--- config.mk ---
export PLATFORM = sky130hd
export DESIGN_NAME = axi4_burst_mgr_flat
export DESIGN_NICKNAME = d
export VERILOG_FILES = /design/src/rtl/axi4_burst_mgr_if.sv /design/src/rtl/axi4_burst_mgr.sv /design/src/flat_wrapper.sv
export SDC_FILE = /design/constraint.sdc
export NUM_CORES = 1
export LEC_CHECK = 0
export ABC_AREA = 1
export BUFFER_PORTS_ARGS = -buffer_cell sky130_fd_sc_hd__buf_4
export CORE_AREA = 2 2 210 212
export DETAILED_ROUTE_END_ITERATION = 16
export DIE_AREA = 0 0 212 214
export RECOVER_POWER = 100
export SYNTH_ARGS = -nofsm -noshare
export SYNTH_HDL_FRONTEND = slang
export SYNTH_SLANG_ARGS = --single-unit
--- constraint.sdc ---
create_clock -name clk_i -period 4.9 [get_ports clk_i]
set_input_delay 0.98 -clock clk_i [delete_from_list [all_inputs] [get_ports clk_i]]
set_output_delay 0.98 -clock clk_i [all_outputs]
set_load 0.05 [all_outputs]
--- src/rtl/axi4_burst_mgr_if.sv ---
// AXI4 bus bundle shared by the burst manager and its subordinate.
// The manager drives the request channels; the subordinate drives the responses.
interface AXI_BUS #(
  parameter int unsigned AXI_ADDR_WIDTH = 32,
  parameter int unsigned AXI_DATA_WIDTH = 64,
  parameter int unsigned AXI_ID_WIDTH   = 4,
  parameter int unsigned AXI_USER_WIDTH = 1
);
  localparam int unsigned STRB_WIDTH = AXI_DATA_WIDTH / 8;

  logic [AXI_ID_WIDTH-1:0]   aw_id;
  logic [AXI_ADDR_WIDTH-1:0] aw_addr;
  logic [7:0]                aw_len;
  logic [2:0]                aw_size;
  logic [1:0]                aw_burst;
  logic                      aw_lock;
  logic [3:0]                aw_cache;
  logic [2:0]                aw_prot;
  logic [3:0]                aw_qos;
  logic [3:0]                aw_region;
  logic [5:0]                aw_atop;
  logic [AXI_USER_WIDTH-1:0] aw_user;
  logic                      aw_valid;
  logic                      aw_ready;

  logic [AXI_DATA_WIDTH-1:0] w_data;
  logic [STRB_WIDTH-1:0]     w_strb;
  logic                      w_last;
  logic [AXI_USER_WIDTH-1:0] w_user;
  logic                      w_valid;
  logic                      w_ready;

  logic [AXI_ID_WIDTH-1:0]   b_id;
  logic [1:0]                b_resp;
  logic [AXI_USER_WIDTH-1:0] b_user;
  logic                      b_valid;
  logic                      b_ready;

  logic [AXI_ID_WIDTH-1:0]   ar_id;
  logic [AXI_ADDR_WIDTH-1:0] ar_addr;
  logic [7:0]                ar_len;
  logic [2:0]                ar_size;
  logic [1:0]                ar_burst;
  logic                      ar_lock;
  logic [3:0]                ar_cache;
  logic [2:0]                ar_prot;
  logic [3:0]                ar_qos;
  logic [3:0]                ar_region;
  logic [AXI_USER_WIDTH-1:0] ar_user;
  logic                      ar_valid;
  logic                      ar_ready;

  logic [AXI_ID_WIDTH-1:0]   r_id;
  logic [AXI_DATA_WIDTH-1:0] r_data;
  logic [1:0]                r_resp;
  logic                      r_last;
  logic [AXI_USER_WIDTH-1:0] r_user;
  logic                      r_valid;
  logic                      r_ready;

  modport Master (
    output aw_id, aw_addr, aw_len, aw_size, aw_burst, aw_lock, aw_cache, aw_prot,
           aw_qos, aw_region, aw_atop, aw_user, aw_valid,
    input  aw_ready,
    output w_data, w_strb, w_last, w_user, w_valid,
    input  w_ready,
    input  b_id, b_resp, b_user, b_valid,
    output b_ready,
    output ar_id, ar_addr, ar_len, ar_size, ar_burst, ar_lock, ar_cache, ar_prot,
           ar_qos, ar_region, ar_user, ar_valid,
    input  ar_ready,
    input  r_id, r_data, r_resp, r_last, r_user, r_valid,
    output r_ready
  );

  modport Slave (
    input  aw_id, aw_addr, aw_len, aw_size, aw_burst, aw_lock, aw_cache, aw_prot,
           aw_qos, aw_region, aw_atop, aw_user, aw_valid,
    output aw_ready,
    input  w_data, w_strb, w_last, w_user, w_valid,
    output w_ready,
    output b_id, b_resp, b_user, b_valid,
    input  b_ready,
    input  ar_id, ar_addr, ar_len, ar_size, ar_burst, ar_lock, ar_cache, ar_prot,
           ar_qos, ar_region, ar_user, ar_valid,
    output ar_ready,
    output r_id, r_data, r_resp, r_last, r_user, r_valid,
    input  r_ready
  );
endinterface

--- src/rtl/axi4_burst_mgr.sv ---
// AXI4 INCR burst manager: splits word-aligned stream commands into bursts limited
// by MAX_BURST_LEN and 4 kB pages; independent read and write engines.
module axi4_burst_mgr #(
  parameter int unsigned AXI_ADDR_WIDTH = 32,
  parameter int unsigned AXI_DATA_WIDTH = 64,
  parameter int unsigned LEN_WIDTH      = 16,
  parameter int unsigned MAX_BURST_LEN  = 16
) (
  input  logic                      clk_i,
  input  logic                      rst_i,
  input  logic                      wr_req_i,
  input  logic [AXI_ADDR_WIDTH-1:0] wr_addr_i,
  input  logic [LEN_WIDTH-1:0]      wr_beats_i,
  input  logic [AXI_DATA_WIDTH-1:0] wr_data_i,
  input  logic                      wr_valid_i,
  output logic                      wr_ready_o,
  output logic                      wr_busy_o,
  output logic                      wr_done_o,
  output logic [1:0]                wr_err_o,
  input  logic                      rd_req_i,
  input  logic [AXI_ADDR_WIDTH-1:0] rd_addr_i,
  input  logic [LEN_WIDTH-1:0]      rd_beats_i,
  output logic [AXI_DATA_WIDTH-1:0] rd_data_o,
  output logic                      rd_valid_o,
  input  logic                      rd_ready_i,
  output logic                      rd_busy_o,
  output logic                      rd_done_o,
  output logic [1:0]                rd_err_o,
  AXI_BUS.Master                    axi_mgr_if
);

  localparam int unsigned BYTES = AXI_DATA_WIDTH / 8;
  localparam int unsigned OFFS  = $clog2(BYTES);
  localparam int unsigned BW    = $clog2(MAX_BURST_LEN + 1);
  localparam int unsigned CW    = (LEN_WIDTH > 13) ? LEN_WIDTH : 13;

  typedef enum logic [1:0] {W_IDLE, W_AW, W_W, W_B} wstate_e;
  typedef enum logic [1:0] {R_IDLE, R_AR, R_R} rstate_e;

  // Beats left in the current 4 kB page, clipped by MAX_BURST_LEN and the remaining count.
  function automatic logic [BW-1:0] calc_burst(input logic [11-OFFS:0]    pg_idx,
                                               input logic [LEN_WIDTH-1:0] rem);
    logic [CW-1:0] lim;
    logic [CW-1:0] rem_c;
    lim   = CW'(4096 >> OFFS) - CW'(pg_idx);
    rem_c = CW'(rem);
    if (lim > CW'(MAX_BURST_LEN)) lim = CW'(MAX_BURST_LEN);
    if (rem_c < lim) lim = rem_c;
    return BW'(lim);
  endfunction

  // ---------------- write engine ----------------
  wstate_e                   w_state_q, w_state_d;
  logic [AXI_ADDR_WIDTH-1:0] w_addr_q, w_addr_d;
  logic [LEN_WIDTH-1:0]      w_rem_q, w_rem_d;
  logic [7:0]                w_len_q, w_len_d;
  logic [BW-1:0]             w_cnt_q, w_cnt_d;
  logic [1:0]                w_err_q, w_err_d;
  logic                      w_done_q, w_done_d;
  logic                      aw_valid_q;
  logic [BW-1:0]             w_burst, w_burst_new;
  logic                      w_fire;

  assign w_burst = BW'(w_len_q) + BW'(1);
  assign w_fire  = (w_state_q == W_W) & wr_valid_i & axi_mgr_if.w_ready;

  always_comb begin
    w_state_d   = w_state_q;
    w_addr_d    = w_addr_q;
    w_rem_d     = w_rem_q;
    w_len_d     = w_len_q;
    w_cnt_d     = w_cnt_q;
    w_err_d     = w_err_q;
    w_done_d    = 1'b0;
    w_burst_new = '0;
    unique case (w_state_q)
      W_IDLE: if (wr_req_i) begin
        w_addr_d = {wr_addr_i[AXI_ADDR_WIDTH-1:OFFS], {OFFS{1'b0}}};
        w_rem_d  = wr_beats_i;
        w_err_d  = '0;
        if (wr_beats_i == '0) w_done_d = 1'b1;
        else                  w_state_d = W_AW;
      end
      W_AW: if (axi_mgr_if.aw_ready) w_state_d = W_W;
      W_W: if (w_fire) begin
        w_cnt_d = w_cnt_q - BW'(1);
        if (w_cnt_q == BW'(1)) w_state_d = W_B;
      end
      W_B: if (axi_mgr_if.b_valid) begin
        if ((axi_mgr_if.b_resp != 2'b00) && (w_err_q == 2'b00)) w_err_d = axi_mgr_if.b_resp;
        w_rem_d  = w_rem_q - LEN_WIDTH'(w_burst);
        w_addr_d = w_addr_q + (AXI_ADDR_WIDTH'(w_burst) << OFFS);
        if (w_rem_d == '0) begin
          w_state_d = W_IDLE;
          w_done_d  = 1'b1;
        end else begin
          w_state_d = W_AW;
        end
      end
      default: w_state_d = W_IDLE;
    endcase
    // Burst is sized from the already-advanced address/remaining on every AW entry.
    if ((w_state_d == W_AW) && (w_state_q != W_AW)) begin
      w_burst_new = calc_burst(w_addr_d[11:OFFS], w_rem_d);
      w_len_d     = 8'(w_burst_new - BW'(1));
      w_cnt_d     = w_burst_new;
    end
  end

  always_ff @(posedge clk_i) begin
    if (rst_i) begin
      w_state_q  <= W_IDLE;
      w_addr_q   <= '0;
      w_rem_q    <= '0;
      w_len_q    <= '0;
      w_cnt_q    <= '0;
      w_err_q    <= '0;
      w_done_q   <= 1'b0;
      aw_valid_q <= 1'b0;
    end else begin
      w_state_q  <= w_state_d;
      w_addr_q   <= w_addr_d;
      w_rem_q    <= w_rem_d;
      w_len_q    <= w_len_d;
      w_cnt_q    <= w_cnt_d;
      w_err_q    <= w_err_d;
      w_done_q   <= w_done_d;
      aw_valid_q <= (w_state_d == W_AW);
    end
  end

  assign wr_busy_o = (w_state_q != W_IDLE);
  assign wr_done_o = w_done_q;
  assign wr_err_o  = w_err_q;
  assign wr_ready_o = (w_state_q == W_W) & axi_mgr_if.w_ready;

  assign axi_mgr_if.aw_id     = '0;
  assign axi_mgr_if.aw_addr   = w_addr_q;
  assign axi_mgr_if.aw_len    = w_len_q;
  assign axi_mgr_if.aw_size   = 3'(OFFS);
  assign axi_mgr_if.aw_burst  = 2'b01;
  assign axi_mgr_if.aw_lock   = 1'b0;
  assign axi_mgr_if.aw_cache  = '0;
  assign axi_mgr_if.aw_prot   = '0;
  assign axi_mgr_if.aw_qos    = '0;
  assign axi_mgr_if.aw_region = '0;
  assign axi_mgr_if.aw_atop   = '0;
  assign axi_mgr_if.aw_user   = '0;
  assign axi_mgr_if.aw_valid  = aw_valid_q;
  assign axi_mgr_if.w_data    = wr_data_i;
  assign axi_mgr_if.w_strb    = '1;
  assign axi_mgr_if.w_last    = (w_state_q == W_W) && (w_cnt_q == BW'(1));
  assign axi_mgr_if.w_user    = '0;
  assign axi_mgr_if.w_valid   = (w_state_q == W_W) & wr_valid_i;
  assign axi_mgr_if.b_ready   = (w_state_q == W_B);

  // ---------------- read engine ----------------
  rstate_e                   r_state_q, r_state_d;
  logic [AXI_ADDR_WIDTH-1:0] r_addr_q, r_addr_d;
  logic [LEN_WIDTH-1:0]      r_rem_q, r_rem_d;
  logic [7:0]                r_len_q, r_len_d;
  logic [BW-1:0]             r_cnt_q, r_cnt_d;
  logic [1:0]                r_err_q, r_err_d;
  logic                      r_done_q, r_done_d;
  logic                      ar_valid_q;
  logic [BW-1:0]             r_burst, r_burst_new;
  logic                      r_fire;

  assign r_burst = BW'(r_len_q) + BW'(1);
  assign r_fire  = (r_state_q == R_R) & axi_mgr_if.r_valid & rd_ready_i;

  always_comb begin
    r_state_d   = r_state_q;
    r_addr_d    = r_addr_q;
    r_rem_d     = r_rem_q;
    r_len_d     = r_len_q;
    r_cnt_d     = r_cnt_q;
    r_err_d     = r_err_q;
    r_done_d    = 1'b0;
    r_burst_new = '0;
    unique case (r_state_q)
      R_IDLE: if (rd_req_i) begin
        r_addr_d = {rd_addr_i[AXI_ADDR_WIDTH-1:OFFS], {OFFS{1'b0}}};
        r_rem_d  = rd_beats_i;
        r_err_d  = '0;
        if (rd_beats_i == '0) r_done_d = 1'b1;
        else                  r_state_d = R_AR;
      end
      R_AR: if (axi_mgr_if.ar_ready) r_state_d = R_R;
      R_R: if (r_fire) begin
        r_cnt_d = r_cnt_q - BW'(1);
        // Our own beat counter ends the burst; a misplaced RLAST is only reported.
        if (r_err_q == 2'b00) begin
          if (axi_mgr_if.r_resp != 2'b00)                         r_err_d = axi_mgr_if.r_resp;
          else if (axi_mgr_if.r_last != (r_cnt_q == BW'(1)))      r_err_d = 2'b10;
        end
        if (r_cnt_q == BW'(1)) begin
          r_rem_d  = r_rem_q - LEN_WIDTH'(r_burst);
          r_addr_d = r_addr_q + (AXI_ADDR_WIDTH'(r_burst) << OFFS);
          if (r_rem_d == '0) begin
            r_state_d = R_IDLE;
            r_done_d  = 1'b1;
          end else begin
            r_state_d = R_AR;
          end
        end
      end
      default: r_state_d = R_IDLE;
    endcase
    if ((r_state_d == R_AR) && (r_state_q != R_AR)) begin
      r_burst_new = calc_burst(r_addr_d[11:OFFS], r_rem_d);
      r_len_d     = 8'(r_burst_new - BW'(1));
      r_cnt_d     = r_burst_new;
    end
  end

  always_ff @(posedge clk_i) begin
    if (rst_i) begin
      r_state_q  <= R_IDLE;
      r_addr_q   <= '0;
      r_rem_q    <= '0;
      r_len_q    <= '0;
      r_cnt_q    <= '0;
      r_err_q    <= '0;
      r_done_q   <= 1'b0;
      ar_valid_q <= 1'b0;
    end else begin
      r_state_q  <= r_state_d;
      r_addr_q   <= r_addr_d;
      r_rem_q    <= r_rem_d;
      r_len_q    <= r_len_d;
      r_cnt_q    <= r_cnt_d;
      r_err_q    <= r_err_d;
      r_done_q   <= r_done_d;
      ar_valid_q <= (r_state_d == R_AR);
    end
  end

  assign rd_busy_o  = (r_state_q != R_IDLE);
  assign rd_done_o  = r_done_q;
  assign rd_err_o   = r_err_q;
  assign rd_valid_o = (r_state_q == R_R) & axi_mgr_if.r_valid;
  assign rd_data_o  = (r_state_q == R_R) ? axi_mgr_if.r_data : '0;

  assign axi_mgr_if.ar_id     = '0;
  assign axi_mgr_if.ar_addr   = r_addr_q;
  assign axi_mgr_if.ar_len    = r_len_q;
  assign axi_mgr_if.ar_size   = 3'(OFFS);
  assign axi_mgr_if.ar_burst  = 2'b01;
  assign axi_mgr_if.ar_lock   = 1'b0;
  assign axi_mgr_if.ar_cache  = '0;
  assign axi_mgr_if.ar_prot   = '0;
  assign axi_mgr_if.ar_qos    = '0;
  assign axi_mgr_if.ar_region = '0;
  assign axi_mgr_if.ar_user   = '0;
  assign axi_mgr_if.ar_valid  = ar_valid_q;
  assign axi_mgr_if.r_ready   = (r_state_q == R_R) & rd_ready_i;

  logic unused_ok;
  assign unused_ok = ^{wr_addr_i[OFFS-1:0], rd_addr_i[OFFS-1:0],
                       axi_mgr_if.b_id, axi_mgr_if.b_user,
                       axi_mgr_if.r_id, axi_mgr_if.r_user};

endmodule
--- src/flat_wrapper.sv ---
// flat-port wrapper written by rule: the top's interface ports become plain ports
module axi4_burst_mgr_flat 
#(
  parameter int unsigned AXI_ADDR_WIDTH = 32,
  parameter int unsigned AXI_DATA_WIDTH = 64,
  parameter int unsigned LEN_WIDTH      = 16,
  parameter int unsigned MAX_BURST_LEN  = 16
)
  (clk_i, rst_i, wr_req_i, wr_addr_i, wr_beats_i, wr_data_i, wr_valid_i, wr_ready_o, wr_busy_o, wr_done_o, wr_err_o, rd_req_i, rd_addr_i, rd_beats_i, rd_data_o, rd_valid_o, rd_ready_i, rd_busy_o, rd_done_o, rd_err_o, axi_mgr_if_aw_id, axi_mgr_if_aw_addr, axi_mgr_if_aw_len, axi_mgr_if_aw_size, axi_mgr_if_aw_burst, axi_mgr_if_aw_lock, axi_mgr_if_aw_cache, axi_mgr_if_aw_prot, axi_mgr_if_aw_qos, axi_mgr_if_aw_region, axi_mgr_if_aw_atop, axi_mgr_if_aw_user, axi_mgr_if_aw_valid, axi_mgr_if_aw_ready, axi_mgr_if_w_data, axi_mgr_if_w_strb, axi_mgr_if_w_last, axi_mgr_if_w_user, axi_mgr_if_w_valid, axi_mgr_if_w_ready, axi_mgr_if_b_id, axi_mgr_if_b_resp, axi_mgr_if_b_user, axi_mgr_if_b_valid, axi_mgr_if_b_ready, axi_mgr_if_ar_id, axi_mgr_if_ar_addr, axi_mgr_if_ar_len, axi_mgr_if_ar_size, axi_mgr_if_ar_burst, axi_mgr_if_ar_lock, axi_mgr_if_ar_cache, axi_mgr_if_ar_prot, axi_mgr_if_ar_qos, axi_mgr_if_ar_region, axi_mgr_if_ar_user, axi_mgr_if_ar_valid, axi_mgr_if_ar_ready, axi_mgr_if_r_id, axi_mgr_if_r_data, axi_mgr_if_r_resp, axi_mgr_if_r_last, axi_mgr_if_r_user, axi_mgr_if_r_valid, axi_mgr_if_r_ready);
  AXI_BUS #(.AXI_ADDR_WIDTH(AXI_ADDR_WIDTH), .AXI_DATA_WIDTH(AXI_DATA_WIDTH)) axi_mgr_if_i ();
  input  logic clk_i;
  input  logic rst_i;
  input  logic wr_req_i;
  input  logic [AXI_ADDR_WIDTH-1:0] wr_addr_i;
  input  logic [LEN_WIDTH-1:0] wr_beats_i;
  input  logic [AXI_DATA_WIDTH-1:0] wr_data_i;
  input  logic wr_valid_i;
  output logic wr_ready_o;
  output logic wr_busy_o;
  output logic wr_done_o;
  output logic [1:0] wr_err_o;
  input  logic rd_req_i;
  input  logic [AXI_ADDR_WIDTH-1:0] rd_addr_i;
  input  logic [LEN_WIDTH-1:0] rd_beats_i;
  output logic [AXI_DATA_WIDTH-1:0] rd_data_o;
  output logic rd_valid_o;
  input  logic rd_ready_i;
  output logic rd_busy_o;
  output logic rd_done_o;
  output logic [1:0] rd_err_o;
  output wire logic [$bits(axi_mgr_if_i.aw_id)-1:0] axi_mgr_if_aw_id;
  output wire logic [$bits(axi_mgr_if_i.aw_addr)-1:0] axi_mgr_if_aw_addr;
  output wire logic [$bits(axi_mgr_if_i.aw_len)-1:0] axi_mgr_if_aw_len;
  output wire logic [$bits(axi_mgr_if_i.aw_size)-1:0] axi_mgr_if_aw_size;
  output wire logic [$bits(axi_mgr_if_i.aw_burst)-1:0] axi_mgr_if_aw_burst;
  output wire logic [$bits(axi_mgr_if_i.aw_lock)-1:0] axi_mgr_if_aw_lock;
  output wire logic [$bits(axi_mgr_if_i.aw_cache)-1:0] axi_mgr_if_aw_cache;
  output wire logic [$bits(axi_mgr_if_i.aw_prot)-1:0] axi_mgr_if_aw_prot;
  output wire logic [$bits(axi_mgr_if_i.aw_qos)-1:0] axi_mgr_if_aw_qos;
  output wire logic [$bits(axi_mgr_if_i.aw_region)-1:0] axi_mgr_if_aw_region;
  output wire logic [$bits(axi_mgr_if_i.aw_atop)-1:0] axi_mgr_if_aw_atop;
  output wire logic [$bits(axi_mgr_if_i.aw_user)-1:0] axi_mgr_if_aw_user;
  output wire logic [$bits(axi_mgr_if_i.aw_valid)-1:0] axi_mgr_if_aw_valid;
  input wire logic [$bits(axi_mgr_if_i.aw_ready)-1:0] axi_mgr_if_aw_ready;
  output wire logic [$bits(axi_mgr_if_i.w_data)-1:0] axi_mgr_if_w_data;
  output wire logic [$bits(axi_mgr_if_i.w_strb)-1:0] axi_mgr_if_w_strb;
  output wire logic [$bits(axi_mgr_if_i.w_last)-1:0] axi_mgr_if_w_last;
  output wire logic [$bits(axi_mgr_if_i.w_user)-1:0] axi_mgr_if_w_user;
  output wire logic [$bits(axi_mgr_if_i.w_valid)-1:0] axi_mgr_if_w_valid;
  input wire logic [$bits(axi_mgr_if_i.w_ready)-1:0] axi_mgr_if_w_ready;
  input wire logic [$bits(axi_mgr_if_i.b_id)-1:0] axi_mgr_if_b_id;
  input wire logic [$bits(axi_mgr_if_i.b_resp)-1:0] axi_mgr_if_b_resp;
  input wire logic [$bits(axi_mgr_if_i.b_user)-1:0] axi_mgr_if_b_user;
  input wire logic [$bits(axi_mgr_if_i.b_valid)-1:0] axi_mgr_if_b_valid;
  output wire logic [$bits(axi_mgr_if_i.b_ready)-1:0] axi_mgr_if_b_ready;
  output wire logic [$bits(axi_mgr_if_i.ar_id)-1:0] axi_mgr_if_ar_id;
  output wire logic [$bits(axi_mgr_if_i.ar_addr)-1:0] axi_mgr_if_ar_addr;
  output wire logic [$bits(axi_mgr_if_i.ar_len)-1:0] axi_mgr_if_ar_len;
  output wire logic [$bits(axi_mgr_if_i.ar_size)-1:0] axi_mgr_if_ar_size;
  output wire logic [$bits(axi_mgr_if_i.ar_burst)-1:0] axi_mgr_if_ar_burst;
  output wire logic [$bits(axi_mgr_if_i.ar_lock)-1:0] axi_mgr_if_ar_lock;
  output wire logic [$bits(axi_mgr_if_i.ar_cache)-1:0] axi_mgr_if_ar_cache;
  output wire logic [$bits(axi_mgr_if_i.ar_prot)-1:0] axi_mgr_if_ar_prot;
  output wire logic [$bits(axi_mgr_if_i.ar_qos)-1:0] axi_mgr_if_ar_qos;
  output wire logic [$bits(axi_mgr_if_i.ar_region)-1:0] axi_mgr_if_ar_region;
  output wire logic [$bits(axi_mgr_if_i.ar_user)-1:0] axi_mgr_if_ar_user;
  output wire logic [$bits(axi_mgr_if_i.ar_valid)-1:0] axi_mgr_if_ar_valid;
  input wire logic [$bits(axi_mgr_if_i.ar_ready)-1:0] axi_mgr_if_ar_ready;
  input wire logic [$bits(axi_mgr_if_i.r_id)-1:0] axi_mgr_if_r_id;
  input wire logic [$bits(axi_mgr_if_i.r_data)-1:0] axi_mgr_if_r_data;
  input wire logic [$bits(axi_mgr_if_i.r_resp)-1:0] axi_mgr_if_r_resp;
  input wire logic [$bits(axi_mgr_if_i.r_last)-1:0] axi_mgr_if_r_last;
  input wire logic [$bits(axi_mgr_if_i.r_user)-1:0] axi_mgr_if_r_user;
  input wire logic [$bits(axi_mgr_if_i.r_valid)-1:0] axi_mgr_if_r_valid;
  output wire logic [$bits(axi_mgr_if_i.r_ready)-1:0] axi_mgr_if_r_ready;
  assign axi_mgr_if_aw_id = axi_mgr_if_i.aw_id;
  assign axi_mgr_if_aw_addr = axi_mgr_if_i.aw_addr;
  assign axi_mgr_if_aw_len = axi_mgr_if_i.aw_len;
  assign axi_mgr_if_aw_size = axi_mgr_if_i.aw_size;
  assign axi_mgr_if_aw_burst = axi_mgr_if_i.aw_burst;
  assign axi_mgr_if_aw_lock = axi_mgr_if_i.aw_lock;
  assign axi_mgr_if_aw_cache = axi_mgr_if_i.aw_cache;
  assign axi_mgr_if_aw_prot = axi_mgr_if_i.aw_prot;
  assign axi_mgr_if_aw_qos = axi_mgr_if_i.aw_qos;
  assign axi_mgr_if_aw_region = axi_mgr_if_i.aw_region;
  assign axi_mgr_if_aw_atop = axi_mgr_if_i.aw_atop;
  assign axi_mgr_if_aw_user = axi_mgr_if_i.aw_user;
  assign axi_mgr_if_aw_valid = axi_mgr_if_i.aw_valid;
  assign axi_mgr_if_i.aw_ready = axi_mgr_if_aw_ready;
  assign axi_mgr_if_w_data = axi_mgr_if_i.w_data;
  assign axi_mgr_if_w_strb = axi_mgr_if_i.w_strb;
  assign axi_mgr_if_w_last = axi_mgr_if_i.w_last;
  assign axi_mgr_if_w_user = axi_mgr_if_i.w_user;
  assign axi_mgr_if_w_valid = axi_mgr_if_i.w_valid;
  assign axi_mgr_if_i.w_ready = axi_mgr_if_w_ready;
  assign axi_mgr_if_i.b_id = axi_mgr_if_b_id;
  assign axi_mgr_if_i.b_resp = axi_mgr_if_b_resp;
  assign axi_mgr_if_i.b_user = axi_mgr_if_b_user;
  assign axi_mgr_if_i.b_valid = axi_mgr_if_b_valid;
  assign axi_mgr_if_b_ready = axi_mgr_if_i.b_ready;
  assign axi_mgr_if_ar_id = axi_mgr_if_i.ar_id;
  assign axi_mgr_if_ar_addr = axi_mgr_if_i.ar_addr;
  assign axi_mgr_if_ar_len = axi_mgr_if_i.ar_len;
  assign axi_mgr_if_ar_size = axi_mgr_if_i.ar_size;
  assign axi_mgr_if_ar_burst = axi_mgr_if_i.ar_burst;
  assign axi_mgr_if_ar_lock = axi_mgr_if_i.ar_lock;
  assign axi_mgr_if_ar_cache = axi_mgr_if_i.ar_cache;
  assign axi_mgr_if_ar_prot = axi_mgr_if_i.ar_prot;
  assign axi_mgr_if_ar_qos = axi_mgr_if_i.ar_qos;
  assign axi_mgr_if_ar_region = axi_mgr_if_i.ar_region;
  assign axi_mgr_if_ar_user = axi_mgr_if_i.ar_user;
  assign axi_mgr_if_ar_valid = axi_mgr_if_i.ar_valid;
  assign axi_mgr_if_i.ar_ready = axi_mgr_if_ar_ready;
  assign axi_mgr_if_i.r_id = axi_mgr_if_r_id;
  assign axi_mgr_if_i.r_data = axi_mgr_if_r_data;
  assign axi_mgr_if_i.r_resp = axi_mgr_if_r_resp;
  assign axi_mgr_if_i.r_last = axi_mgr_if_r_last;
  assign axi_mgr_if_i.r_user = axi_mgr_if_r_user;
  assign axi_mgr_if_i.r_valid = axi_mgr_if_r_valid;
  assign axi_mgr_if_r_ready = axi_mgr_if_i.r_ready;
  axi4_burst_mgr #(.AXI_ADDR_WIDTH(AXI_ADDR_WIDTH), .AXI_DATA_WIDTH(AXI_DATA_WIDTH), .LEN_WIDTH(LEN_WIDTH), .MAX_BURST_LEN(MAX_BURST_LEN)) u_core (.clk_i(clk_i), .rst_i(rst_i), .wr_req_i(wr_req_i), .wr_addr_i(wr_addr_i), .wr_beats_i(wr_beats_i), .wr_data_i(wr_data_i), .wr_valid_i(wr_valid_i), .wr_ready_o(wr_ready_o), .wr_busy_o(wr_busy_o), .wr_done_o(wr_done_o), .wr_err_o(wr_err_o), .rd_req_i(rd_req_i), .rd_addr_i(rd_addr_i), .rd_beats_i(rd_beats_i), .rd_data_o(rd_data_o), .rd_valid_o(rd_valid_o), .rd_ready_i(rd_ready_i), .rd_busy_o(rd_busy_o), .rd_done_o(rd_done_o), .rd_err_o(rd_err_o), .axi_mgr_if(axi_mgr_if_i));
endmodule
=== Word level (Yosys, flattened, before mapping) ===
Cells that the tools add are included.
Widths: inputs -> output; s select.

* Shift operators: 0
* Bitwise gates (word level): 6
* Equality and inequality tests: 20
* Multiplexer cells: 65
* Magnitude comparators: 4
* $add $sub $neg: 12
* Divide/modulo/power cells: 0
* Reductions and logical operators: 28
* $mul: 0

{| class="wikitable"
|+ Operators by type and width
! cell !! number
|-
| $mux 32 || 5
|-
| $mux 16 || 9
|-
| $pmux 32 s2 || 2
|-
| $add 32x8->32 || 2
|-
| $logic_not 16->1 || 4
|-
| $mux 64 || 1
|-
| $pmux 16 s2 || 2
|-
| $mux 5 || 10
|-
| $mux 2 || 19
|-
| $gt 16x5->1 const B || 2
|-
| $lt 16x16->1 || 2
|-
| $sub 16x5->16 || 2
|-
| $sub 10x9->11 const A || 2
|-
| $reduce_bool 2->1 || 10
|-
| $ne 2x1->1 const B || 6
|-
| $sub 5x1->6 const B || 2
|-
| $mux 1 || 11
|-
| $add 5x1->5 const B || 2
|-
| $eq 5x1->1 const B || 2
|-
| $sub 5x1->5 const B || 2
|-
| $eq 2x1->1 const B || 4
|-
| $logic_not 2->1 || 4
|-
| $pmux 2 s2 || 2
|-
| $pmux 2 s4 || 1
|-
| other kinds (12) || 27
|}

* Bits in latches: 0
* Memories kept: 0
* Memory bits (read-only): 0
* Register bits: 134
* Memory bits (writable): 0

=== Logic depth before layout (Yosys ltp) ===
Gate-level depths: netlist of run 1.

* Word-level depth: 14
* Gate-level depth with buffers: 39

=== Worst setup path before layout of run 1 ===
No wires, ideal clock.

* Kind: reg2reg
* Start point: register u_core.r_len_q[0] (netlist: u_core.axi_mgr_if.ar_len[0])
* End point: register u_core.r_len_q[4] (netlist: u_core.axi_mgr_if.ar_len[4])
* Slack: 0.338 ns
* Required time: 4.785 ns
* Arrival time: 4.447 ns
* Period minus slack after synthesis: 4.562 ns
* Cell stages (with the launch flop): 31
* Cells stage by stage: dfxtp_1 > ha_1 > nand3_1 > xor2_1 > inv_1 > ha_1 > nand2_1 > nor2_1 > nand2_1 > nand3_1 > nand3_1 > xor2_1 > a21oi_1 > inv_1 > nor4_1 > o21ai_0 > and3_1 > ha_1 > a21oi_1 > nor2_1 > a211oi_1 > nand2_2 > nand2_4 > nand2_4 > o21ai_2 > inv_2 > ha_1 > nand2_1 > inv_1 > a21oi_1 > nor2_1

* Cells in the longest elaborated chain, start to end: 13

{| class="wikitable"
|+ Ends and longest elaborated chain
! item !! RTL line !! RTL
|-
| from (decl) || axi4_burst_mgr.sv:161 || <nowiki>logic [7:0] r_len_q, r_len_d;</nowiki>
|-
| from (signal assigned) || axi4_burst_mgr.sv:231 || <nowiki>r_len_q <= r_len_d;</nowiki>
|-
| $add 5x1->5 (*) || axi4_burst_mgr.sv:169 || <nowiki>assign r_burst = BW'(r_len_q) + BW'(1);</nowiki>
|-
| $add 32x8->32 || axi4_burst_mgr.sv:199 || <nowiki>r_addr_d = r_addr_q + (AXI_ADDR_WIDTH'(r_burst) << OFFS);</nowiki>
|-
| $mux 32 || axi4_burst_mgr.sv:197 || <nowiki>if (r_cnt_q == BW'(1)) begin</nowiki>
|-
| $mux 32 || axi4_burst_mgr.sv:190 || <nowiki>R_R: if (r_fire) begin</nowiki>
|-
| $pmux 32 s2 || axi4_burst_mgr.sv:181 || <nowiki>unique case (r_state_q)</nowiki>
|-
| $sub 10x9->11 || axi4_burst_mgr.sv:45 || <nowiki>lim = CW'(4096 >> OFFS) - CW'(pg_idx);</nowiki>
|-
| $gt 16x5->1 || axi4_burst_mgr.sv:47 || <nowiki>if (lim > CW'(MAX_BURST_LEN)) lim = CW'(MAX_BURST_LEN);</nowiki>
|-
| $mux 16 || axi4_burst_mgr.sv:47 ||
|-
| $mux 16 || axi4_burst_mgr.sv:210 || <nowiki>if ((r_state_d == R_AR) && (r_state_q != R_AR)) begin</nowiki>
|-
| $lt 16x16->1 || axi4_burst_mgr.sv:48 || <nowiki>if (rem_c < lim) lim = rem_c;</nowiki>
|-
| $mux 5 || axi4_burst_mgr.sv:48 ||
|-
| $mux 5 || axi4_burst_mgr.sv:210 ||
|-
| $sub 5x1->6 || axi4_burst_mgr.sv:212 || <nowiki>r_len_d = 8'(r_burst_new - BW'(1));</nowiki>
|}

Every way passes the cells marked *; elsewhere a longest branch is shown, timed or not. The select of a mux whose other input is x is not followed.
A chain may end at the register's enable or synchronous reset.

=== Worst setup path after layout of run 1 ===
* Start point: register u_core.w_len_q[1] (netlist: u_core.axi_mgr_if.aw_len[1])
* End point: register u_core.w_len_q[2] (netlist: u_core.axi_mgr_if.aw_len[2])

* Cells in the longest elaborated chain, start to end: 12

{| class="wikitable"
|+ Ends and longest elaborated chain
! item !! RTL line !! RTL
|-
| from (decl) || axi4_burst_mgr.sv:56 || <nowiki>logic [7:0] w_len_q, w_len_d;</nowiki>
|-
| from (signal assigned) || axi4_burst_mgr.sv:124 || <nowiki>w_len_q <= w_len_d;</nowiki>
|-
| $add 5x1->5 (*) || axi4_burst_mgr.sv:64 || <nowiki>assign w_burst = BW'(w_len_q) + BW'(1);</nowiki>
|-
| $add 32x8->32 || axi4_burst_mgr.sv:92 || <nowiki>w_addr_d = w_addr_q + (AXI_ADDR_WIDTH'(w_burst) << OFFS);</nowiki>
|-
| $mux 32 || axi4_burst_mgr.sv:89 || <nowiki>W_B: if (axi_mgr_if.b_valid) begin</nowiki>
|-
| $pmux 32 s2 || axi4_burst_mgr.sv:76 || <nowiki>unique case (w_state_q)</nowiki>
|-
| $sub 10x9->11 || axi4_burst_mgr.sv:45 ||
|-
| $gt 16x5->1 || axi4_burst_mgr.sv:47 ||
|-
| $mux 16 || axi4_burst_mgr.sv:47 ||
|-
| $mux 16 || axi4_burst_mgr.sv:103 || <nowiki>if ((w_state_d == W_AW) && (w_state_q != W_AW)) begin</nowiki>
|-
| $lt 16x16->1 || axi4_burst_mgr.sv:48 ||
|-
| $mux 5 || axi4_burst_mgr.sv:48 ||
|-
| $mux 5 || axi4_burst_mgr.sv:103 ||
|-
| $sub 5x1->6 || axi4_burst_mgr.sv:105 || <nowiki>w_len_d = 8'(w_burst_new - BW'(1));</nowiki>
|}

Marked as above.

==> flow_results.xml, run 1 <==
<?xml version="1.0" encoding="UTF-8"?>
<metrics>
  <group name="run_status">
    <metric name="run_status" unit="">finished with violations</metric>
    <metric name="failing_checks" unit="">max-capacitance violations, max-slew violations</metric>
  </group>
  <group name="global_routing">
    <metric name="globalRoute.totalOverflow" unit="">0</metric>
    <metric name="grt_antenna_before_repair" unit="">2</metric>
    <metric name="grt_pass1_vias" unit="">11600</metric>
    <metric name="first_pass_grt_wire_length" unit="um">62100</metric>
    <metric name="total_track_usage" unit="">0.174</metric>
    <metric name="largest_net_degree_at_the_start_of_global_routing" unit="">80</metric>
  </group>
  <group name="synthesis">
    <metric name="synth_edf_count" unit="">0</metric>
    <metric name="synthCells" unit="">1804</metric>
    <metric name="netlist_top_cells_area" unit="">sky130_fd_sc_hd__dfxtp_1 22%, sky130_fd_sc_hd__nand2_1 12%, sky130_fd_sc_hd__buf_4 9.5%</metric>
    <metric name="netlist.top_cell.by_area" unit="">sky130_fd_sc_hd__dfxtp_1</metric>
    <metric name="yosysMostFrequentCell" unit="">sky130_fd_sc_hd__nand2_1</metric>
    <metric name="synth.area.mux_share" unit="">0</metric>
    <metric name="synth_commonest_cells" unit="">376 x sky130_fd_sc_hd__nand2_1, 262 x sky130_fd_sc_hd__inv_1, 232 x sky130_fd_sc_hd__nor2_1, 143 x sky130_fd_sc_hd__buf_4, 124 x sky130_fd_sc_hd__dfxtp_1</metric>
    <metric name="ys_dominant_reg_cell" unit="">sky130_fd_sc_hd__dfxtp_1</metric>
    <metric name="fraction_of_synthesis_flops_using_an_asynchronous_set_or_reset_pin" unit="">0</metric>
    <metric name="synthAdderAreaFrac" unit="">0.0669</metric>
    <metric name="yosysSeqAreaShare" unit="">0.220</metric>
    <metric name="synth.cell_area" unit="um^2">11300</metric>
    <metric name="post_synth_and_or_nand_nor_area_fraction" unit="">0.327</metric>
    <metric name="synthesis.area_per_instance" unit="um^2">6.27</metric>
    <metric name="fraction_of_synthesized_cell_area_taken_by_the_top_area_cell_type" unit="">0.220</metric>
    <metric name="synth_xor_area_frac" unit="">0.0349</metric>
    <metric name="synthDistinctLibCells" unit="">57</metric>
    <metric name="ffs_latches_synth" unit="">124</metric>
    <metric name="synth_top_family_by_area" unit="">simple AND/OR/NAND/NOR gates</metric>
    <metric name="yosys_warnings" unit="">0</metric>
    <metric name="fraction_of_the_mapped_netlist_area_in_compound_gates" unit="">0.145</metric>
  </group>
  <group name="route">
    <metric name="routed-via-count" unit="">12200</metric>
    <metric name="routedWlPerCell" unit="um">15.2</metric>
    <metric name="viasPerCell" unit="">4.57</metric>
    <metric name="wirelength" unit="um">40700</metric>
    <metric name="detail_route.drc_violations" unit="">0</metric>
    <metric name="drt.antenna.violating_nets" unit="">0</metric>
    <metric name="drt-pass1-iter-count" unit="">5</metric>
    <metric name="first_iter_violations" unit="">935</metric>
  </group>
  <group name="sta">
    <metric name="finalCriticalPeriod" unit="ps">4570</metric>
    <metric name="final.period_utilization" unit="">0.932</metric>
    <metric name="finalMaxSlewViolations" unit="">80</metric>
    <metric name="final_setup_violation_count" unit="">0</metric>
    <metric name="hold_viol" unit="">0</metric>
    <metric name="timing.max_slew.rel_slack" unit="">-0.286</metric>
    <metric name="worst-slew-pin-transition" unit="ps">1930</metric>
    <metric name="timing.fmax" unit="GHz">0.219</metric>
    <metric name="worst_clock_skew" unit="ps">16.0</metric>
    <metric name="tns" unit="ps">0</metric>
  </group>
  <group name="min_path">
    <metric name="min-delay-path-class" unit="">reg -&gt; reg</metric>
    <metric name="worstHoldPathCells" unit="">2</metric>
  </group>
  <group name="floorplanning">
    <metric name="initial_utilization" unit="">0.264</metric>
    <metric name="num_rows" unit="">76</metric>
    <metric name="core" unit="um^2">42900</metric>
    <metric name="ios" unit="">541</metric>
    <metric name="die_width" unit="um">212</metric>
    <metric name="design.die.area" unit="um^2">45400</metric>
    <metric name="die_h" unit="um">214</metric>
  </group>
  <group name="critical_path">
    <metric name="critical_path.n_buffers_inverters" unit="">5</metric>
    <metric name="worstPathMaxFanout" unit="">5</metric>
    <metric name="critical_path.startpoint" unit="">u_core.axi_mgr_if.aw_len[1]</metric>
    <metric name="crit_family" unit="">simple AND/OR/NAND/NOR gates</metric>
    <metric name="crit_required" unit="ps">5230</metric>
    <metric name="path_common_cell" unit="">sky130_fd_sc_hd__nand2_1</metric>
    <metric name="slowest_stage" unit="">sky130_fd_sc_hd__dfxtp_2</metric>
    <metric name="timing.reg2reg.setup_slack" unit="ps">330</metric>
    <metric name="critical_path_class" unit="">reg -&gt; reg</metric>
    <metric name="start_kind" unit="">flop</metric>
    <metric name="r2r_start" unit="">u_core.axi_mgr_if.aw_len[1]</metric>
    <metric name="r2r-end" unit="">u_core.axi_mgr_if.aw_len[2]</metric>
    <metric name="cpPeakStageDelay" unit="ps">380</metric>
    <metric name="timing.critical_path.to" unit="">u_core.axi_mgr_if.aw_len[2]</metric>
    <metric name="data_arrival_time_of_the_worst_path" unit="ps">4890</metric>
    <metric name="worst-r2r-cell-count" unit="">31</metric>
    <metric name="critPathCaptureType" unit="">flop</metric>
    <metric name="worstSetupPathDepth" unit="">31</metric>
  </group>
  <group name="pwr">
    <metric name="power_switching_share" unit="">0.469</metric>
    <metric name="comb_power_share" unit="">0.485</metric>
    <metric name="clkPwrFrac" unit="">0.262</metric>
    <metric name="intPower" unit="uW">2670</metric>
    <metric name="report.power.total" unit="uW">5030</metric>
    <metric name="worst_ir_drop_vdd" unit="V">0.000198</metric>
    <metric name="power_leakage" unit="uW">0.00699</metric>
    <metric name="power.sequential.fraction" unit="">0.253</metric>
    <metric name="power.switching" unit="uW">2360</metric>
    <metric name="p_per_area" unit="nW/um^2">352</metric>
  </group>
  <group name="clock_tree">
    <metric name="clk-insertion-delay-late" unit="ps">430</metric>
    <metric name="cts_root_buf" unit="">sky130_fd_sc_hd__clkbuf_16</metric>
    <metric name="cts-buffers-inserted" unit="">17</metric>
    <metric name="clock-sinks" unit="">124</metric>
    <metric name="max-clock-path-buffers" unit="">2</metric>
    <metric name="cts-htree-levels" unit="">4</metric>
    <metric name="cts_tree" unit="">done</metric>
    <metric name="clock_transition_at_path_regs" unit="ps">70</metric>
  </group>
  <group name="cells_and_area">
    <metric name="area_growth_syn_to_layout" unit="%">26.5</metric>
    <metric name="sequential_standard_cell_area" unit="um^2">2490</metric>
    <metric name="area_of_combinational_cells_with_multiple_inputs" unit="um^2">7010</metric>
    <metric name="fillerInstances" unit="">4733</metric>
    <metric name="final_layout_size_suffix_gt1_frac" unit="">0.205</metric>
    <metric name="design.final.nets" unit="">2383</metric>
  </group>
  <group name="place">
    <metric name="numPortBuffers" unit="">323</metric>
    <metric name="hpwlAfterDp" unit="um">32800</metric>
    <metric name="rd_place_congestion" unit="">0.918</metric>
  </group>
  <group name="job">
    <metric name="cap_violations" unit="">1</metric>
  </group>
</metrics>
sequential cells by signal (all words and copies together) (netlist names):
| signal | flops |
|---|---|
| u_core.axi_mgr_if.ar_addr | 29 |
| u_core.axi_mgr_if.aw_addr | 29 |
| u_core.r_rem_q | 16 |
| u_core.w_rem_q | 16 |
| u_core.axi_mgr_if.ar_len | 6 |
| u_core.axi_mgr_if.aw_len | 6 |
| u_core.r_cnt_q | 5 |
| u_core.w_cnt_q | 5 |
| u_core.r_state_q | 2 |
| u_core.rd_err_o | 2 |
| u_core.w_state_q | 2 |
| u_core.wr_err_o | 2 |
| u_core.axi_mgr_if.ar_valid | 1 |
| u_core.axi_mgr_if.aw_valid | 1 |
| u_core.rd_done_o | 1 |
| u_core.wr_done_o | 1 |
power groups by stage:
stage / registers [uW] / clock network, uW / logic, uW
4_1_cts: 1260 / 1370 / 2400
3_3_place_gp: 1280 / 0 / 2360
6_report: 1270 / 1320 / 2440
5_1_grt: 1290 / 1410 / 2690
2_1_floorplan: 1470 / 0 / 1690
3_5_place_dp: 1290 / 0 / 2390
cells by family (layout without fill, tap and decap cells):
group                      count (synthesis)  in the layout
and+or+nand+nor                          834            834
buffers and inverters                    470            673
AOI/OAI and AO/OA                        271            271
DFF                                      124            124
adders and majority gates                 58             58
xor gates and xnor gates                  45             45
other                                      2             84
placed cells by master (no fill, tap or decap), types with 9 or more instances in the layout:
cell type / n
sky130_fd_sc_hd__ha_1: 49
sky130_fd_sc_hd__a21oi_1: 91
sky130_fd_sc_hd__o221ai_1: 9
sky130_fd_sc_hd__o21ai_0: 68
sky130_fd_sc_hd__nand4_1: 21
sky130_fd_sc_hd__nand2_2: 26
sky130_fd_sc_hd__a22oi_1: 9
sky130_fd_sc_hd__a221oi_1: 15
sky130_fd_sc_hd__inv_2: 13
sky130_fd_sc_hd__nand3_2: 9
sky130_fd_sc_hd__nor2_1: 230
sky130_fd_sc_hd__xnor2_1: 11
sky130_fd_sc_hd__dfxtp_1: 121
sky130_fd_sc_hd__buf_4: 275
sky130_fd_sc_hd__xor2_1: 27
sky130_fd_sc_hd__inv_1: 260
sky130_fd_sc_hd__clkbuf_1: 88
sky130_fd_sc_hd__nand2_1: 372
sky130_fd_sc_hd__nor4_1: 11
sky130_fd_sc_hd__a31oi_1: 22
sky130_fd_sc_hd__nand3_1: 102
sky130_fd_sc_hd__conb_1: 83
sky130_fd_sc_hd__clkbuf_16: 17
worst min-delay path by stage:
stage / start / end / slack (ps)
CTS: u_core.wr_err_o[1] / u_core.wr_err_o[1] / 490
global route: u_core.wr_err_o[0] / u_core.wr_err_o[0] / 530
floorplan: u_core.w_rem_q[3] / u_core.w_rem_q[3] / 510
global placement: u_core.wr_err_o[1] / u_core.wr_err_o[1] / 470
detailed placement: u_core.wr_err_o[1] / u_core.wr_err_o[1] / 480
finish: u_core.wr_err_o[1] / u_core.wr_err_o[1] / 480
stage by stage:
step	area [um^2]	instances	util	setup WS, ps	hold slack [ps]
finish	14300	2674	0.333	331	482
global route	14300	2674	0.333	-35.2	526
CTS	14300	2667	0.334	24.1	488
detailed placement	13800	2635	0.321	-19.2	479
global placement	13800	2635	0.321	117	471
floorplan	11600	1885	-	338	505
layout make-up:
type | instances | area share
timing repair buffer | 365 | 0.170
inverter | 276 | 0.0725
clock buffer | 18 | 0.0300
antenna | 1 | 0.000175
multi-input combinational | 1291 | 0.490
sequential | 124 | 0.174
tap | 585 | 0.0512
clock inverter | 14 | 0.0110
repair_timing:
item	CTS	global route
hold buffers	0	0
gates resized for setup	1	45
endpoints found under the setup margin	1	14
pin swaps	0	12
buffers inserted	0	6
tightest hold or removal path, delay by kind of cell (launching register included):
kind / cells / cell delay (ps)
flops: 1 / 320
simple gates: 1 / 60
compound gates: 1 / 50
layer usage:
| metal | GRT usage | routed length (um) | up-vias |
|---|---|---|---|
| li1 | - | - | 6079 |
| met1 | 0.199 | 16200 | 5568 |
| met2 | 0.304 | 19900 | 493 |
| met3 | 0.0444 | 3060 | 83 |
| met4 | 0.0725 | 1470 | 2 |
| met5 | 0 | 14 | - |
Power figures use the tool's default switching activity.
==> inputs of run 2 (changes only) <==
--- a/config.mk
+++ b/config.mk
@@ -5,12 +5,12 @@
 export SDC_FILE = /design/constraint.sdc
 export NUM_CORES = 1
 export LEC_CHECK = 0
-export ABC_AREA = 1
 export BUFFER_PORTS_ARGS = -buffer_cell sky130_fd_sc_hd__buf_4
-export CORE_AREA = 2 2 210 212
+export CORE_AREA = 2 2 208 210
 export DETAILED_ROUTE_END_ITERATION = 16
-export DIE_AREA = 0 0 212 214
+export DIE_AREA = 0 0 210 212
 export RECOVER_POWER = 100
+export SKIP_LAST_GASP = 1
 export SYNTH_ARGS = -nofsm -noshare
 export SYNTH_HDL_FRONTEND = slang
 export SYNTH_SLANG_ARGS = --single-unit
==> run 2 against run 1 <==
Net effect:
- the flow finishes with violations (negative setup slack)
- maximum frequency down 20%
- flip-flop and latch count unchanged
- worst hold slack better by 7.9 ps
==> flow_results.xml, run 2 <==
<?xml version="1.0" encoding="UTF-8"?>
<metrics>
  <group name="synthesis">
    <metric name="ffs_latches_synth" unit="">124</metric>
    <metric name="synthCells" unit="">1491</metric>
    <metric name="synth.cell_area" unit="um^2">11100</metric>
    <metric name="fraction_of_synthesized_cell_area_taken_by_the_top_area_cell_type" unit="">0.224</metric>
    <metric name="yosys_warnings" unit="">0</metric>
    <metric name="synth_edf_count" unit="">0</metric>
    <metric name="netlist.top_cell.by_area" unit="">sky130_fd_sc_hd__dfxtp_1</metric>
    <metric name="synthDistinctLibCells" unit="">89</metric>
    <metric name="synthesis.area_per_instance" unit="um^2">7.44</metric>
    <metric name="yosysMostFrequentCell" unit="">sky130_fd_sc_hd__nor2_1</metric>
    <metric name="synth_commonest_cells" unit="">151 x sky130_fd_sc_hd__nor2_1, 143 x sky130_fd_sc_hd__buf_4, 124 x sky130_fd_sc_hd__dfxtp_1, 99 x sky130_fd_sc_hd__nand2_1, 90 x sky130_fd_sc_hd__and2_1</metric>
    <metric name="yosysSeqAreaShare" unit="">0.224</metric>
    <metric name="ys_dominant_reg_cell" unit="">sky130_fd_sc_hd__dfxtp_1</metric>
    <metric name="fraction_of_synthesis_flops_using_an_asynchronous_set_or_reset_pin" unit="">0</metric>
    <metric name="netlist_top_cells_area" unit="">sky130_fd_sc_hd__dfxtp_1 22%, sky130_fd_sc_hd__buf_4 9.7%, sky130_fd_sc_hd__ha_1 6.1%</metric>
  </group>
  <group name="run_status">
    <metric name="run_status" unit="">finished with violations</metric>
    <metric name="failing_checks" unit="">negative setup slack</metric>
  </group>
  <group name="route">
    <metric name="drt.antenna.violating_nets" unit="">0</metric>
    <metric name="routed-via-count" unit="">12600</metric>
    <metric name="routedWlPerCell" unit="um">16.9</metric>
    <metric name="first_iter_violations" unit="">839</metric>
    <metric name="viasPerCell" unit="">5.00</metric>
    <metric name="drt-pass1-iter-count" unit="">5</metric>
    <metric name="detail_route.drc_violations" unit="">0</metric>
    <metric name="wirelength" unit="um">42600</metric>
  </group>
  <group name="place">
    <metric name="numPortBuffers" unit="">323</metric>
    <metric name="rd_place_congestion" unit="">0.894</metric>
    <metric name="hpwlAfterDp" unit="um">32700</metric>
    <metric name="post_dp_cell_area" unit="um^2">15000</metric>
    <metric name="place_inst" unit="">2444</metric>
  </group>
  <group name="global_routing">
    <metric name="total_track_usage" unit="">0.181</metric>
    <metric name="grt_antenna_before_repair" unit="">0</metric>
    <metric name="first_pass_grt_wire_length" unit="um">64200</metric>
    <metric name="largest_net_degree_at_the_start_of_global_routing" unit="">67</metric>
    <metric name="globalRoute.totalOverflow" unit="">0</metric>
    <metric name="grt_pass1_vias" unit="">12100</metric>
  </group>
  <group name="critical_path">
    <metric name="slowest_stage" unit="">sky130_fd_sc_hd__or3_4</metric>
    <metric name="critPathCaptureType" unit="">flop</metric>
    <metric name="r2r_start" unit="">u_core.axi_mgr_if.aw_len[1]</metric>
    <metric name="start_kind" unit="">flop</metric>
    <metric name="worstPathMaxFanout" unit="">4</metric>
    <metric name="r2r-end" unit="">u_core.axi_mgr_if.aw_len[4]</metric>
    <metric name="path_common_cell" unit="">sky130_fd_sc_hd__a21o_1</metric>
    <metric name="worst-r2r-cell-count" unit="">27</metric>
    <metric name="crit_family" unit="">compound AO/OA/AOI/OAI gates</metric>
    <metric name="cpPeakStageDelay" unit="ps">500</metric>
    <metric name="data_arrival_time_of_the_worst_path" unit="ps">6070</metric>
    <metric name="critical_path.n_buffers_inverters" unit="">2</metric>
    <metric name="timing.reg2reg.setup_slack" unit="ps">-800</metric>
    <metric name="crit_required" unit="ps">5270</metric>
    <metric name="critical_path_class" unit="">reg -&gt; reg</metric>
  </group>
  <group name="pwr">
    <metric name="power_leakage" unit="uW">0.00716</metric>
    <metric name="p_per_area" unit="nW/um^2">331</metric>
    <metric name="worst_ir_drop_vdd" unit="V">0.000192</metric>
  </group>
  <group name="sta">
    <metric name="grt_setup_unrepaired" unit="">true</metric>
    <metric name="worst-slew-pin-transition" unit="ps">1130</metric>
    <metric name="worst_clock_skew" unit="ps">8.16</metric>
    <metric name="final_setup_violation_count" unit="">18</metric>
    <metric name="final.period_utilization" unit="">1.16</metric>
    <metric name="finalCriticalPeriod" unit="ps">5700</metric>
    <metric name="timing.fmax" unit="GHz">0.175</metric>
    <metric name="finalMaxSlewViolations" unit="">0</metric>
    <metric name="hold_viol" unit="">0</metric>
    <metric name="timing.final.ws_setup" unit="ps">-800</metric>
    <metric name="timing.max_slew.rel_slack" unit="">0.241</metric>
  </group>
  <group name="cells_and_area">
    <metric name="layoutNonFillerInstCount" unit="">2519</metric>
    <metric name="n_antenna_cell" unit="">0</metric>
    <metric name="final_layout_size_suffix_gt1_frac" unit="">0.352</metric>
    <metric name="fin_area" unit="um^2">16300</metric>
    <metric name="layout_commonest_cell" unit="">sky130_fd_sc_hd__buf_4</metric>
    <metric name="area_growth_syn_to_layout" unit="%">46.8</metric>
    <metric name="fillerInstances" unit="">4357</metric>
    <metric name="most-common-layout-cells" unit="">513 x sky130_fd_sc_hd__buf_4, 146 x sky130_fd_sc_hd__nor2_1, 115 x sky130_fd_sc_hd__dfxtp_1</metric>
    <metric name="design.final.nets" unit="">2268</metric>
  </group>
  <group name="floorplanning">
    <metric name="initial_utilization" unit="">0.261</metric>
    <metric name="die_width" unit="um">210</metric>
    <metric name="ios" unit="">541</metric>
    <metric name="core" unit="um^2">42500</metric>
    <metric name="num_rows" unit="">76</metric>
    <metric name="design.die.area" unit="um^2">44500</metric>
    <metric name="die_h" unit="um">212</metric>
  </group>
  <group name="clock_tree">
    <metric name="cts-htree-levels" unit="">4</metric>
    <metric name="cts_root_buf" unit="">sky130_fd_sc_hd__clkbuf_16</metric>
    <metric name="clock-sinks" unit="">124</metric>
    <metric name="clk-insertion-delay-late" unit="ps">450</metric>
    <metric name="holdBufCountCts" unit="">0</metric>
    <metric name="cts_tree" unit="">done</metric>
    <metric name="clock_transition_at_path_regs" unit="ps">60</metric>
    <metric name="max-clock-path-buffers" unit="">2</metric>
    <metric name="cts-buffers-inserted" unit="">17</metric>
  </group>
  <group name="min_path">
    <metric name="worstHoldPathCells" unit="">2</metric>
    <metric name="hold_path_end" unit="">u_core.rd_err_o[0]</metric>
    <metric name="min-delay-path-class" unit="">reg -&gt; reg</metric>
    <metric name="worst_hold_startpoint" unit="">u_core.rd_err_o[0]</metric>
  </group>
  <group name="job">
    <metric name="cap_violations" unit="">0</metric>
  </group>
</metrics>
==> run 2: changes by cell type in the layout (fill, tap and decap cells not counted), sizes merged, moves of 21 or more <==
cell / before / now
a211oi: 5 / 31
and2: 5 / 91
inv: 280 / 57
nand3: 112 / 44
a21oi: 100 / 69
xnor2: 11 / 32
nor2: 244 / 152
nand2: 404 / 101
buf: 277 / 519
a22oi: 9 / 31
nor3: 12 / 47
==> run 2: area by class of cell <==
class | count | area (um^2) | share of cell area
well taps | 546 | 683 | 0.0420
clock buffers | 18 | 439 | 0.0270
repair buffers | 587 | 4180 | 0.257
multi-input cells | 1173 | 8080 | 0.497
clock inverters | 14 | 170 | 0.0105
flip-flops and latches | 124 | 2510 | 0.154
inverters | 57 | 216 | 0.0133
==> run 2: power by group <==
part	switching (uW)	internal, uW
registers	139	1120
logic	1600	1170
clock network	543	812
==> run 2: metrics by stage <==
step	TNS (ps)	power, uW	utilization	hold WS (ps)	setup slack [ps]
after detailed placement	-5700	3810	0.353	475	-808
after global placement	-3910	3780	0.353	463	-678
final	-4820	5380	0.383	490	-800
after CTS	-2660	5340	0.381	484	-602
after global routing	-10370	5680	0.383	512	-1020
after floorplan	-1660	2990	-	521	-571
==> run 2: how the worst max path moves through the flow <==
stage / from / end / slack [ps] / cells after the start
2_1_floorplan: u_core.axi_mgr_if.aw_len[1] / u_core.axi_mgr_if.aw_len[4] / -570 / 28
3_3_place_gp: axi_mgr_if_b_valid / u_core.axi_mgr_if.aw_len[4] / -680 / 25
3_5_place_dp: u_core.axi_mgr_if.aw_len[1] / u_core.axi_mgr_if.aw_len[4] / -810 / 26
4_1_cts: u_core.axi_mgr_if.aw_len[0] / u_core.axi_mgr_if.aw_len[4] / -600 / 26
5_1_grt: u_core.axi_mgr_if.aw_len[0] / u_core.axi_mgr_if.aw_len[4] / -1020 / 27
6_report: u_core.axi_mgr_if.aw_len[1] / u_core.axi_mgr_if.aw_len[4] / -800 / 27
==> run 2: cell families (layout without fill, tap and decap cells) <==
logic type,count (synthesis),in the layout,share of synthesized area
buffers and inverters,275,676,0.142
DFF,124,124,0.224
xor gates and xnor gates,58,58,0.0458
other,2,83,0.000677
and+or+nand+nor,593,593,0.278
muxes,7,7,0.00688
adders and majority gates,58,58,0.0681
AOI/OAI and AO/OA,374,374,0.235
==> run 2: layer usage <==
| metal | GRT usage | vias to the layer above | routed length (um) |
|---|---|---|---|
| li1 | - | 6111 | - |
| met1 | 0.225 | 6006 | 18500 |
| met2 | 0.309 | 395 | 20900 |
| met3 | 0.0288 | 88 | 1880 |
| met4 | 0.0807 | 0 | 1290 |
| met5 | 0 | - | 0 |
==> run 2: repair_timing <==
action                     CTS  global route
resized for setup           60            59
setup endpoints to repair   17            21
setup buffers               36            10
pin swaps                   48            50
cloned                       0             0
==> run 2: tightest hold or removal path, cell delays in order, from the launching register on <==
cell and delay, ps:
sky130_fd_sc_hd__dfxtp_1 330, sky130_fd_sc_hd__nand2_1 60, sky130_fd_sc_hd__a21oi_1 50
==> inputs of run 3 (changes only) <==
==> constraint.sdc (replaced) <==
create_clock -name clk_i -period 4.9 [get_ports clk_i]
set_input_delay 0.49 -clock clk_i [delete_from_list [all_inputs] [get_ports clk_i]]
set_output_delay 0.49 -clock clk_i [all_outputs]
set_load 0.05 [all_outputs]
==> run 3 against run 2 <==
Net effect:
- the run still ends with negative setup slack left
- clock-buffer cell count unchanged
- worst setup slack better by 95 ps
- clock power shrank 3%
- register-to-register slack better by 90 ps
- maximum frequency rose by 1.7%
- combinational power fell by 6%
- sequential power is essentially flat
- sequential share of layout area rose by 0.70 points
==> flow_results.xml, run 3 (synthesis results as in run 2) <==
<?xml version="1.0" encoding="UTF-8"?>
<metrics>
  <group name="sta">
    <metric name="worst-slew-pin-transition" unit="ps">1130</metric>
    <metric name="timing.final.ws_setup" unit="ps">-705</metric>
    <metric name="timing.max_slew.rel_slack" unit="">0.243</metric>
    <metric name="worst_clock_skew" unit="ps">9.43</metric>
    <metric name="finalMaxSlewViolations" unit="">0</metric>
    <metric name="finalCriticalPeriod" unit="ps">5610</metric>
    <metric name="grt_setup_unrepaired" unit="">true</metric>
    <metric name="timing.fmax" unit="GHz">0.178</metric>
    <metric name="hold_viol" unit="">0</metric>
    <metric name="final.period_utilization" unit="">1.14</metric>
    <metric name="final_setup_violation_count" unit="">16</metric>
  </group>
  <group name="critical_path">
    <metric name="crit_required" unit="ps">5190</metric>
    <metric name="worstPathMaxFanout" unit="">3</metric>
    <metric name="data_arrival_time_of_the_worst_path" unit="ps">5900</metric>
    <metric name="start_kind" unit="">flop</metric>
    <metric name="critPathCaptureType" unit="">flop</metric>
    <metric name="critical_path_class" unit="">reg -&gt; reg</metric>
  </group>
  <group name="min_path">
    <metric name="min-delay-path-class" unit="">in -&gt; reg</metric>
  </group>
  <group name="cells_and_area">
    <metric name="layout_commonest_cell" unit="">sky130_fd_sc_hd__buf_4</metric>
    <metric name="fillerInstances" unit="">4485</metric>
    <metric name="n_antenna_cell" unit="">0</metric>
    <metric name="area_growth_syn_to_layout" unit="%">40.5</metric>
    <metric name="fin_area" unit="um^2">15600</metric>
    <metric name="most-common-layout-cells" unit="">443 x sky130_fd_sc_hd__buf_4, 147 x sky130_fd_sc_hd__nor2_1, 115 x sky130_fd_sc_hd__dfxtp_1</metric>
    <metric name="design.final.nets" unit="">2224</metric>
    <metric name="final_layout_size_suffix_gt1_frac" unit="">0.313</metric>
  </group>
  <group name="global_routing">
    <metric name="total_track_usage" unit="">0.183</metric>
    <metric name="largest_net_degree_at_the_start_of_global_routing" unit="">67</metric>
    <metric name="grt_pass1_vias" unit="">11900</metric>
    <metric name="globalRoute.totalOverflow" unit="">0</metric>
    <metric name="first_pass_grt_wire_length" unit="um">64500</metric>
    <metric name="grt_antenna_before_repair" unit="">0</metric>
  </group>
  <group name="clock_tree">
    <metric name="cts-buffers-inserted" unit="">17</metric>
    <metric name="holdBufCountCts" unit="">0</metric>
    <metric name="cts_root_buf" unit="">sky130_fd_sc_hd__clkbuf_16</metric>
    <metric name="clock_transition_at_path_regs" unit="ps">60</metric>
    <metric name="max-clock-path-buffers" unit="">2</metric>
    <metric name="cts-htree-levels" unit="">4</metric>
    <metric name="clk-insertion-delay-late" unit="ps">450</metric>
    <metric name="clock-sinks" unit="">124</metric>
    <metric name="cts_tree" unit="">done</metric>
  </group>
  <group name="route">
    <metric name="drt-pass1-iter-count" unit="">5</metric>
    <metric name="routedWlPerCell" unit="um">17.4</metric>
    <metric name="first_iter_violations" unit="">1034</metric>
    <metric name="drt.antenna.violating_nets" unit="">0</metric>
    <metric name="viasPerCell" unit="">5.07</metric>
    <metric name="routed-via-count" unit="">12600</metric>
    <metric name="wirelength" unit="um">43200</metric>
    <metric name="detail_route.drc_violations" unit="">0</metric>
  </group>
  <group name="pwr">
    <metric name="intPower" unit="uW">2940</metric>
    <metric name="power_leakage" unit="uW">0.00677</metric>
    <metric name="worst_ir_drop_vdd" unit="V">0.000143</metric>
    <metric name="power.sequential.fraction" unit="">0.242</metric>
    <metric name="power.switching" unit="uW">2240</metric>
    <metric name="clkPwrFrac" unit="">0.254</metric>
    <metric name="power_switching_share" unit="">0.433</metric>
    <metric name="comb_power_share" unit="">0.504</metric>
    <metric name="p_per_area" unit="nW/um^2">333</metric>
    <metric name="report.power.total" unit="uW">5180</metric>
  </group>
  <group name="run_status">
    <metric name="failing_checks" unit="">negative setup slack</metric>
    <metric name="run_status" unit="">finished with violations</metric>
  </group>
  <group name="job">
    <metric name="cap_violations" unit="">0</metric>
  </group>
  <group name="floorplanning">
    <metric name="die_h" unit="um">212</metric>
    <metric name="core" unit="um^2">42500</metric>
    <metric name="ios" unit="">541</metric>
    <metric name="die_width" unit="um">210</metric>
    <metric name="design.die.area" unit="um^2">44500</metric>
    <metric name="num_rows" unit="">76</metric>
    <metric name="initial_utilization" unit="">0.261</metric>
  </group>
  <group name="place">
    <metric name="post_dp_cell_area" unit="um^2">14800</metric>
    <metric name="numPortBuffers" unit="">323</metric>
    <metric name="hpwlAfterDp" unit="um">33300</metric>
    <metric name="rd_place_congestion" unit="">0.892</metric>
  </group>
</metrics>
run 3: changes by cell type in the layout (fill, tap and decap cells not counted), moves of 4 or more:
| cell | previous run | this run |
|---|---|---|
| sky130_fd_sc_hd__and2_0 | 0 | 4 |
| sky130_fd_sc_hd__buf_4 | 513 | 443 |
| sky130_fd_sc_hd__clkbuf_1 | 68 | 93 |
| sky130_fd_sc_hd__ha_1 | 33 | 40 |
| sky130_fd_sc_hd__ha_4 | 14 | 6 |
run 3: final cells by class:
cell class | count | area [um^2] | area share
Multi-Input combinational cell | 1173 | 7830 | 0.502
Clock inverter | 14 | 144 | 0.00923
Timing Repair Buffer | 543 | 3760 | 0.241
Tap cell | 546 | 683 | 0.0438
Sequential cell | 124 | 2510 | 0.161
Clock buffer | 18 | 450 | 0.0289
Inverter | 57 | 214 | 0.0137
run 3: routing by layer:
metal,vias up,GRT usage,share of wire
met4,0,0.0822,0.030
li1,6016,-,-
met3,79,0.0270,0.057
met5,-,0,0
met1,5965,0.232,0.43
met2,490,0.309,0.49
run 3: through the flow:
| step | TNS, ps | util | hold WS, ps | setup WS (ps) | cells |
|---|---|---|---|---|---|
| after floorplan | -1640 | - | 521 | -571 | 1572 |
| after global placement | -1820 | 0.349 | 460 | -509 | 2428 |
| after detailed placement | -3410 | 0.349 | 475 | -680 | 2428 |
| after CTS | -2910 | 0.368 | 248 | -591 | 2466 |
| after global routing | -8660 | 0.367 | 278 | -929 | 2475 |
| final | -4200 | 0.367 | 269 | -705 | 2475 |
run 3: repair_timing:
action | in CTS | in global routing
endpoints found under the setup margin | 15 | 21
buffers inserted | 7 | 11
pin swaps | 17 | 32
resized for setup | 29 | 64
run 3: critical path: stages (launching register included):
cell and delay (ps):
sky130_fd_sc_hd__dfxtp_4 360, sky130_fd_sc_hd__ha_4 150, sky130_fd_sc_hd__nand3_4 90, sky130_fd_sc_hd__xnor2_4 170, sky130_fd_sc_hd__ha_4 280, sky130_fd_sc_hd__nand4_1 70, sky130_fd_sc_hd__o211ai_1 350, sky130_fd_sc_hd__mux2_4 330
sky130_fd_sc_hd__a222oi_1 390, sky130_fd_sc_hd__a211o_1 270, sky130_fd_sc_hd__nor3_4 60, sky130_fd_sc_hd__ha_2 160, sky130_fd_sc_hd__a21o_1 160, sky130_fd_sc_hd__a21o_1 150, sky130_fd_sc_hd__a21o_1 150, sky130_fd_sc_hd__a21o_1 160
sky130_fd_sc_hd__a21o_1 180, sky130_fd_sc_hd__a2111oi_2 230, sky130_fd_sc_hd__nand4b_1 240, sky130_fd_sc_hd__or3_4 480, sky130_fd_sc_hd__mux2_4 330, sky130_fd_sc_hd__ha_4 170, sky130_fd_sc_hd__inv_2 50, sky130_fd_sc_hd__a31oi_1 50
sky130_fd_sc_hd__xnor2_1 140, sky130_fd_sc_hd__mux2i_1 170, sky130_fd_sc_hd__a211oi_1 90
run 3: power by group through the flow:
stage	registers, uW	clock network [uW]	logic, uW
3_5_place_dp	1270	0	2510
6_report	1250	1320	2610
3_3_place_gp	1260	0	2470
4_1_cts	1250	1340	2580
5_1_grt	1270	1390	2810
2_1_floorplan	1460	0	1520
run 3: worst paths after layout:
check | startpoint | to | depth (start not counted) | slack (ps)
min | rd_addr_i[20] | u_core.axi_mgr_if.ar_addr[20] | 3 | 270
min reg2reg | u_core.rd_err_o[1] | u_core.rd_err_o[1] | 2 | 480
max reg2reg | u_core.axi_mgr_if.aw_len[1] | u_core.axi_mgr_if.aw_len[4] | 26 | -710
max | u_core.axi_mgr_if.aw_len[1] | u_core.axi_mgr_if.aw_len[4] | 26 | -710
